`src/rtl/mem_pkg_hdl.sv`:
```
// Shared widths and transaction types for the round-robin memory arbiter.
package mem_pkg_hdl;
    localparam int DEF_NUM_REQ    = 4;
    localparam int DEF_ADDR_WIDTH = 8;
    localparam int DEF_DATA_WIDTH = 16;
    localparam int DEF_ID_WIDTH   = $clog2(DEF_NUM_REQ);

    typedef struct packed {
        logic                      we;
        logic [DEF_ADDR_WIDTH-1:0] addr;
        logic [DEF_DATA_WIDTH-1:0] wdata;
    } mem_arb_op_t;

    typedef struct packed {
        logic                      we;
        logic [DEF_ID_WIDTH-1:0]   id;
        logic [DEF_DATA_WIDTH-1:0] rdata;
    } mem_arb_rsp_t;
endpackage

```
`src/rtl/mem_arbiter_if.sv`:
```
// Requester, memory and response signals of the arbiter; slave = arbiter view,
// master = environment view (requesters, memory macro and response sink).
interface mem_arbiter_if
    import mem_pkg_hdl::*;
#(
    parameter int NUM_REQ    = DEF_NUM_REQ,
    parameter int ADDR_WIDTH = DEF_ADDR_WIDTH,
    parameter int DATA_WIDTH = DEF_DATA_WIDTH,
    parameter int ID_WIDTH   = $clog2(NUM_REQ)
) ();
    logic [NUM_REQ-1:0]            req_valid;
    logic [NUM_REQ-1:0]            req_ready;
    logic [NUM_REQ-1:0]            req_we;
    logic [NUM_REQ*ADDR_WIDTH-1:0] req_addr;
    logic [NUM_REQ*DATA_WIDTH-1:0] req_wdata;
    logic                          mem_en;
    logic                          mem_we;
    logic [ADDR_WIDTH-1:0]         mem_addr;
    logic [DATA_WIDTH-1:0]         mem_wdata;
    logic [DATA_WIDTH-1:0]         mem_rdata;
    logic                          rsp_valid;
    logic                          rsp_we;
    logic [ID_WIDTH-1:0]           rsp_id;
    logic [DATA_WIDTH-1:0]         rsp_rdata;

    modport slave (
        input  req_valid, req_we, req_addr, req_wdata, mem_rdata,
        output req_ready, mem_en, mem_we, mem_addr, mem_wdata,
               rsp_valid, rsp_we, rsp_id, rsp_rdata
    );

    modport master (
        output req_valid, req_we, req_addr, req_wdata, mem_rdata,
        input  req_ready, mem_en, mem_we, mem_addr, mem_wdata,
               rsp_valid, rsp_we, rsp_id, rsp_rdata
    );
endinterface

```
`src/rtl/mem_rr_picker.sv`:
```
// Combinational grant selection: lowest-index masked (strict priority) requester
// first, otherwise first unmasked valid requester at or after rr_ptr with wrap.
module mem_rr_picker #(
    parameter int NUM_REQ  = 4,
    parameter int ID_WIDTH = $clog2(NUM_REQ)
) (
    input  logic [NUM_REQ-1:0]  req_valid,
    input  logic [ID_WIDTH-1:0] rr_ptr,
    input  logic [NUM_REQ-1:0]  prio_mask,
    output logic [NUM_REQ-1:0]  grant,
    output logic [ID_WIDTH-1:0] grant_idx
);
    logic hit;
    int   j;

    always_comb begin
        hit       = 1'b0;
        grant_idx = '0;
        j         = 0;
        // descending scans so the last match written is the highest-priority one
        for (int i = NUM_REQ - 1; i >= 0; i--) begin
            if (req_valid[i] && prio_mask[i]) begin
                hit       = 1'b1;
                grant_idx = ID_WIDTH'(i);
            end
        end
        if (!hit) begin
            for (int k = NUM_REQ - 1; k >= 0; k--) begin
                j = int'(rr_ptr) + k;
                if (j >= NUM_REQ) j = j - NUM_REQ;
                if (req_valid[j] && !prio_mask[j]) begin
                    hit       = 1'b1;
                    grant_idx = ID_WIDTH'(j);
                end
            end
        end
        grant = '0;
        if (hit) grant[grant_idx] = 1'b1;
    end
endmodule

```
`src/rtl/mem_arbiter.sv`:
```
// Round-robin arbiter for a 1-cycle-latency single-port memory, 3-stage response pipe.
// Define MEM_ARB_PRIO0_EN to give requester 0 strict priority over the round-robin.
module mem_arbiter
    import mem_pkg_hdl::*;
#(
    parameter int NUM_REQ    = DEF_NUM_REQ,
    parameter int ADDR_WIDTH = DEF_ADDR_WIDTH,
    parameter int DATA_WIDTH = DEF_DATA_WIDTH,
    parameter int ID_WIDTH   = $clog2(NUM_REQ)
) (
    input  logic          clk,
    input  logic          rst,
    mem_arbiter_if.slave  bus
);
`ifdef MEM_ARB_PRIO0_EN
    localparam logic [NUM_REQ-1:0] PRIO_MASK = NUM_REQ'(1);
`else
    localparam logic [NUM_REQ-1:0] PRIO_MASK = '0;
`endif

    logic [ID_WIDTH-1:0]   rr_ptr;
    logic [ID_WIDTH-1:0]   grant_idx;
    logic [NUM_REQ-1:0]    grant;
    logic                  handshake;
    logic                  sel_we;
    logic [ADDR_WIDTH-1:0] sel_addr;
    logic [DATA_WIDTH-1:0] sel_wdata;
    logic [ID_WIDTH-1:0]   a_id;
    logic                  b_valid;
    logic                  b_we;
    logic [ID_WIDTH-1:0]   b_id;

    mem_rr_picker #(.NUM_REQ(NUM_REQ), .ID_WIDTH(ID_WIDTH)) u_picker (
        .req_valid (bus.req_valid),
        .rr_ptr    (rr_ptr),
        .prio_mask (PRIO_MASK),
        .grant     (grant),
        .grant_idx (grant_idx)
    );

    // ready is masked during reset so nothing looks accepted while flops are cleared
    assign bus.req_ready = rst ? grant : '0;
    assign handshake     = |grant;
    assign sel_we        = bus.req_we[grant_idx];
    assign sel_addr      = bus.req_addr[int'(grant_idx)*ADDR_WIDTH +: ADDR_WIDTH];
    assign sel_wdata     = bus.req_wdata[int'(grant_idx)*DATA_WIDTH +: DATA_WIDTH];

    always_ff @(posedge clk or negedge rst) begin
        if (!rst) begin
            rr_ptr        <= '0;
            bus.mem_en    <= 1'b0;
            bus.mem_we    <= 1'b0;
            bus.mem_addr  <= '0;
            bus.mem_wdata <= '0;
            a_id          <= '0;
            b_valid       <= 1'b0;
            b_we          <= 1'b0;
            b_id          <= '0;
            bus.rsp_valid <= 1'b0;
            bus.rsp_we    <= 1'b0;
            bus.rsp_id    <= '0;
            bus.rsp_rdata <= '0;
        end else begin
            if (handshake && !PRIO_MASK[grant_idx])
                rr_ptr <= (grant_idx == ID_WIDTH'(NUM_REQ - 1)) ? '0 : grant_idx + 1'b1;

            bus.mem_en <= handshake;
            bus.mem_we <= handshake & sel_we;
            if (handshake) begin
                bus.mem_addr  <= sel_addr;
                bus.mem_wdata <= sel_wdata;
                a_id          <= grant_idx;
            end

            b_valid <= bus.mem_en;
            b_we    <= bus.mem_we;
            b_id    <= a_id;

            bus.rsp_valid <= b_valid;
            bus.rsp_we    <= b_valid & b_we;
            bus.rsp_id    <= b_valid ? b_id : '0;
            bus.rsp_rdata <= (b_valid && !b_we) ? bus.mem_rdata : '0;
        end
    end
endmodule

```
`src/flat_wrapper.sv`:
```
// flat-port wrapper written by rule: the top's interface ports become plain ports
module mem_arbiter_flat import mem_pkg_hdl::*;
#(
    parameter int NUM_REQ    = DEF_NUM_REQ,
    parameter int ADDR_WIDTH = DEF_ADDR_WIDTH,
    parameter int DATA_WIDTH = DEF_DATA_WIDTH,
    parameter int ID_WIDTH   = $clog2(NUM_REQ)
)
  (clk, rst, bus_req_valid, bus_req_we, bus_req_addr, bus_req_wdata, bus_mem_rdata, bus_req_ready, bus_mem_en, bus_mem_we, bus_mem_addr, bus_mem_wdata, bus_rsp_valid, bus_rsp_we, bus_rsp_id, bus_rsp_rdata);
  mem_arbiter_if #(.NUM_REQ(NUM_REQ), .ADDR_WIDTH(ADDR_WIDTH), .DATA_WIDTH(DATA_WIDTH), .ID_WIDTH(ID_WIDTH)) bus_i ();
  input  logic clk;
  input  logic rst;
  input wire logic [$bits(bus_i.req_valid)-1:0] bus_req_valid;
  input wire logic [$bits(bus_i.req_we)-1:0] bus_req_we;
  input wire logic [$bits(bus_i.req_addr)-1:0] bus_req_addr;
  input wire logic [$bits(bus_i.req_wdata)-1:0] bus_req_wdata;
  input wire logic [$bits(bus_i.mem_rdata)-1:0] bus_mem_rdata;
  output wire logic [$bits(bus_i.req_ready)-1:0] bus_req_ready;
  output wire logic [$bits(bus_i.mem_en)-1:0] bus_mem_en;
  output wire logic [$bits(bus_i.mem_we)-1:0] bus_mem_we;
  output wire logic [$bits(bus_i.mem_addr)-1:0] bus_mem_addr;
  output wire logic [$bits(bus_i.mem_wdata)-1:0] bus_mem_wdata;
  output wire logic [$bits(bus_i.rsp_valid)-1:0] bus_rsp_valid;
  output wire logic [$bits(bus_i.rsp_we)-1:0] bus_rsp_we;
  output wire logic [$bits(bus_i.rsp_id)-1:0] bus_rsp_id;
  output wire logic [$bits(bus_i.rsp_rdata)-1:0] bus_rsp_rdata;
  assign bus_i.req_valid = bus_req_valid;
  assign bus_i.req_we = bus_req_we;
  assign bus_i.req_addr = bus_req_addr;
  assign bus_i.req_wdata = bus_req_wdata;
  assign bus_i.mem_rdata = bus_mem_rdata;
  assign bus_req_ready = bus_i.req_ready;
  assign bus_mem_en = bus_i.mem_en;
  assign bus_mem_we = bus_i.mem_we;
  assign bus_mem_addr = bus_i.mem_addr;
  assign bus_mem_wdata = bus_i.mem_wdata;
  assign bus_rsp_valid = bus_i.rsp_valid;
  assign bus_rsp_we = bus_i.rsp_we;
  assign bus_rsp_id = bus_i.rsp_id;
  assign bus_rsp_rdata = bus_i.rsp_rdata;
  mem_arbiter #(.NUM_REQ(NUM_REQ), .ADDR_WIDTH(ADDR_WIDTH), .DATA_WIDTH(DATA_WIDTH), .ID_WIDTH(ID_WIDTH)) u_core (.clk(clk), .rst(rst), .bus(bus_i));
endmodule
```
`config.mk`:
```
export PLATFORM = sky130hd
export DESIGN_NAME = mem_arbiter_flat
export DESIGN_NICKNAME = d
export VERILOG_FILES = /design/src/rtl/mem_pkg_hdl.sv /design/src/rtl/mem_arbiter_if.sv /design/src/rtl/mem_rr_picker.sv /design/src/rtl/mem_arbiter.sv /design/src/flat_wrapper.sv
export SDC_FILE = /design/constraint.sdc
export NUM_CORES = 1
export LEC_CHECK = 0
export CORE_ASPECT_RATIO = 0.9
export CORE_UTILIZATION = 39
export CTS_CLUSTER_SIZE = 25
export DETAILED_ROUTE_END_ITERATION = 10
export GPL_ROUTABILITY_DRIVEN = 0
export PLACE_DENSITY = 0.88
export SKIP_CTS_REPAIR_TIMING = 1
export SLEW_MARGIN = 15
export SYNTH_ARGS = -nofsm -noshare
export SYNTH_HDL_FRONTEND = slang
export SYNTH_SLANG_ARGS = --single-unit
export TNS_END_PERCENT = 5
```
`constraint.sdc`:
```
create_clock -name clk -period 7.13 [get_ports clk]
set_clock_uncertainty 0.1 [all_clocks]
set_input_delay 1.426 -clock clk [delete_from_list [all_inputs] [get_ports clk]]
set_output_delay 1.426 -clock clk [all_outputs]
set_load 0.02 [all_outputs]
```
==> results.yml <==
outcome:
  status: "complete, no violations"
sta:
  hold_viol_final: 0
  fin_crit_ps: 5760
  tightestPinTransition_ps: 967
  rsz0062_at_grt: "false"
  final.setup.tns_ps: 0
  whs_ps: 277
  fmax_mhz: 174
  max_slew_margin: 0.354
  period_share: 0.807
  setup_viol: 0
  finalMaxSlewViolations: 0
  finalWorstSetupSlack_ps: 1370
logic_synthesis:
  ys_ff_latch: 54
  syn-num-nets: 351
  synth-xor-area-share: 0
  ys_seq_area_frac: 0.507
  yosys_warnings: 0
  synth_compound_area_frac: 0.117
  syn_inst: 227
  muxShareOfSynthArea: 0.193
  syn-cell-area_um2: 2660
  synth_top_family_by_area: "multiplexers"
  avgSynthCellArea_um2: 11.7
  synth_simple_gate_area_frac: 0.129
  synth-adder-area-share: 0.00939
  yosysUniqueCellTypes: 31
detailed_routing:
  final_antenna_net_count: 0
  route.detailed.vias_per_inst: 4.99
  drt_iter0_markers: 100
  routed_wirelength_um: 7820
  drtPass1Iterations: 4
  drc: 0
  drt-wirelength-per-cell_um: 16.1
  via_count: 2419
layout:
  n_fill_cell: 529
  nNetsFinal: 518
  post-route-util: 0.687
  syn2layout_area_growth_pct: 69.9
  drive_above_1_share: 0.0481
  antenna_cells: 0
  layout_common_cells: "clkdlybuf4s50_1, dfrtp_1, mux2i_1, nand2_1, o221ai_1"
  final_common_cell: "clkdlybuf4s50_1"
global_route:
  grt_pass1_vias: 2351
  grt_overflow: 0
  antenna_found_initial: 0
  track_usage: 0.215
  grt_max_degree: 55
  grt_pass1_wl_um: 11600
floorplanning:
  dieArea_um2: 7170
  die_y_um: 80.4
  coreArea_um2: 6590
  start_util: 0.404
  die_x_um: 89.1
  io_pins: 172
  rows: 28
placement:
  portBuffers: 171
  hpwl_um: 5930
  dp_slack_ps: 1380
clock_tree:
  h-tree-depth: 2
  cts_sinks: 54
  cts_root_buf: "clkbuf_8"
  clock_path_buffers: 2
  clkLatencyLatePin_ps: 300
  clk_pin_slew_ps: 110
  cts_tree: "done"
  numCtsBuffers: 5
worst_setup_path:
  arrival_ps: 4230
  cp_max_fo: 53
  worstPathRequired_ps: 5600
  reg2reg_from: "u_core.rr_ptr[1]"
  crit_path_start: "bus_req_valid[0]"
  crit_path_end_kind: "output port"
  start_kind: "input pin"
  worstSetupPathType: "in -> out"
power:
  power_density_nw_per_um2: 361
  vdd_drop_max_mv: 0.383
  power_leakage_nw: 1.97
  power_w: 0.00163
flow_run:
  cap_violations: 0
worst_hold_path:
  min_from: "u_core.bus.mem_en"
  hold_path_class: "reg -> reg"
-- worst max-delay path, stage by stage --
cell             delay [ps]
clkdlybuf4s50_1         560
nand2_1                 130
a21oi_1                 270
nor3_4                   90
inv_4                   590
ha_1                    370
and3_1                  190
clkdlybuf4s50_1         600
-- per-layer routing --
metal | track usage | vias to the layer above | share of wire
met4 | 0.0381 | 0 | 0.0043
met3 | 0.0391 | 2 | 0.071
li1 | - | 1164 | -
met5 | 0 | - | 0
met1 | 0.264 | 1156 | 0.41
met2 | 0.392 | 97 | 0.52
-- metrics by stage --
stage | cells | instance area, um2
after floorplan | 227 | 2660
final | 485 | 4530
after detailed placement | 477 | 4410
after global routing | 485 | 4530
after global placement | 477 | 4410
after CTS | 485 | 4530
-- cell type report --
cell class | instances | area, um2 | area share
clock inverters | 3 | 47.5 | 0.0105
multi-input cells | 156 | 1210 | 0.267
repair buffers | 173 | 1720 | 0.380
flip-flops and latches | 54 | 1350 | 0.299
clock buffers | 5 | 68.8 | 0.0152
well taps | 90 | 113 | 0.0249
inverters | 4 | 17.5 | 0.00387
-- report_power, final --
part / switching (W) / leakage (nW) / internal (W) / total, W
clock: 0.000105 / 0.0591 / 0.000107 / 0.000212
combinational: 0.000468 / 1.24 / 0.000445 / 0.000913
sequential: 0.0000645 / 0.669 / 0.000444 / 0.000509
-- flip-flops by register name, indices dropped and copies added (netlist names) --
signal and cells:
u_core.bus.mem_we 1, u_core.rr_ptr 2, u_core.bus.rsp_we 1, u_core.b_id 2, u_core.bus.mem_addr 8, u_core.b_we 1, u_core.bus.rsp_id 2, u_core.a_id 2
u_core.bus.mem_wdata 16, u_core.bus.mem_en 1, u_core.bus.rsp_rdata 16, u_core.bus.rsp_valid 1, u_core.b_valid 1
-- final timing paths --
path                       cells past startpoint                       to  slack (ps)
max                                            8         bus_req_ready[2]        1370
min                                            0           u_core.b_valid         280
min in group asynchronous                      2           u_core.b_valid        1210
min reg2reg                                    0           u_core.b_valid         280
max in group asynchronous                      2  u_core.bus.rsp_rdata[7]        5290
max reg2reg                                    8         u_core.rr_ptr[1]        3930
-- cell usage after synthesis --
library cell | n | share of area
and3_1 | 3 | 0.0070
mux2_2 | 2 | 0.0085
a311o_1 | 1 | 0.0038
buf_4 | 1 | 0.0028
nand3_1 | 4 | 0.0075
o311ai_0 | 1 | 0.0033
nor2b_1 | 3 | 0.0070
o21a_1 | 2 | 0.0056
ha_1 | 2 | 0.0094
mux2i_1 | 49 | 0.18
or4_1 | 1 | 0.0028
a21oi_1 | 2 | 0.0038
inv_1 | 3 | 0.0042
nand2_1 | 28 | 0.039
nor3_4 | 1 | 0.0061
nor2_1 | 2 | 0.0028
clkbuf_1 | 4 | 0.0056
and2_4 | 1 | 0.0033
a21o_1 | 1 | 0.0028
and2_1 | 19 | 0.045
nand2b_1 | 1 | 0.0024
dfrtp_1 | 54 | 0.51
o41ai_2 | 1 | 0.0061
buf_6 | 6 | 0.025
nand2_2 | 1 | 0.0024
a311oi_2 | 1 | 0.0056
nor3_1 | 2 | 0.0038
o221ai_1 | 24 | 0.079
o21ai_0 | 4 | 0.0075
inv_4 | 1 | 0.0024
buf_2 | 2 | 0.0038
-- cell families after synthesis --
| group | after synthesis |
|---|---|
| AND/OR/NAND/NOR | 66 |
| flip-flops | 54 |
| multiplexers | 51 |
| AO/OA/AOI/OAI | 37 |
| buffers and inverters | 17 |
| adder cells (fa/ha/maj) | 2 |
No activity file was read; power rests on OpenSTA's default activity.
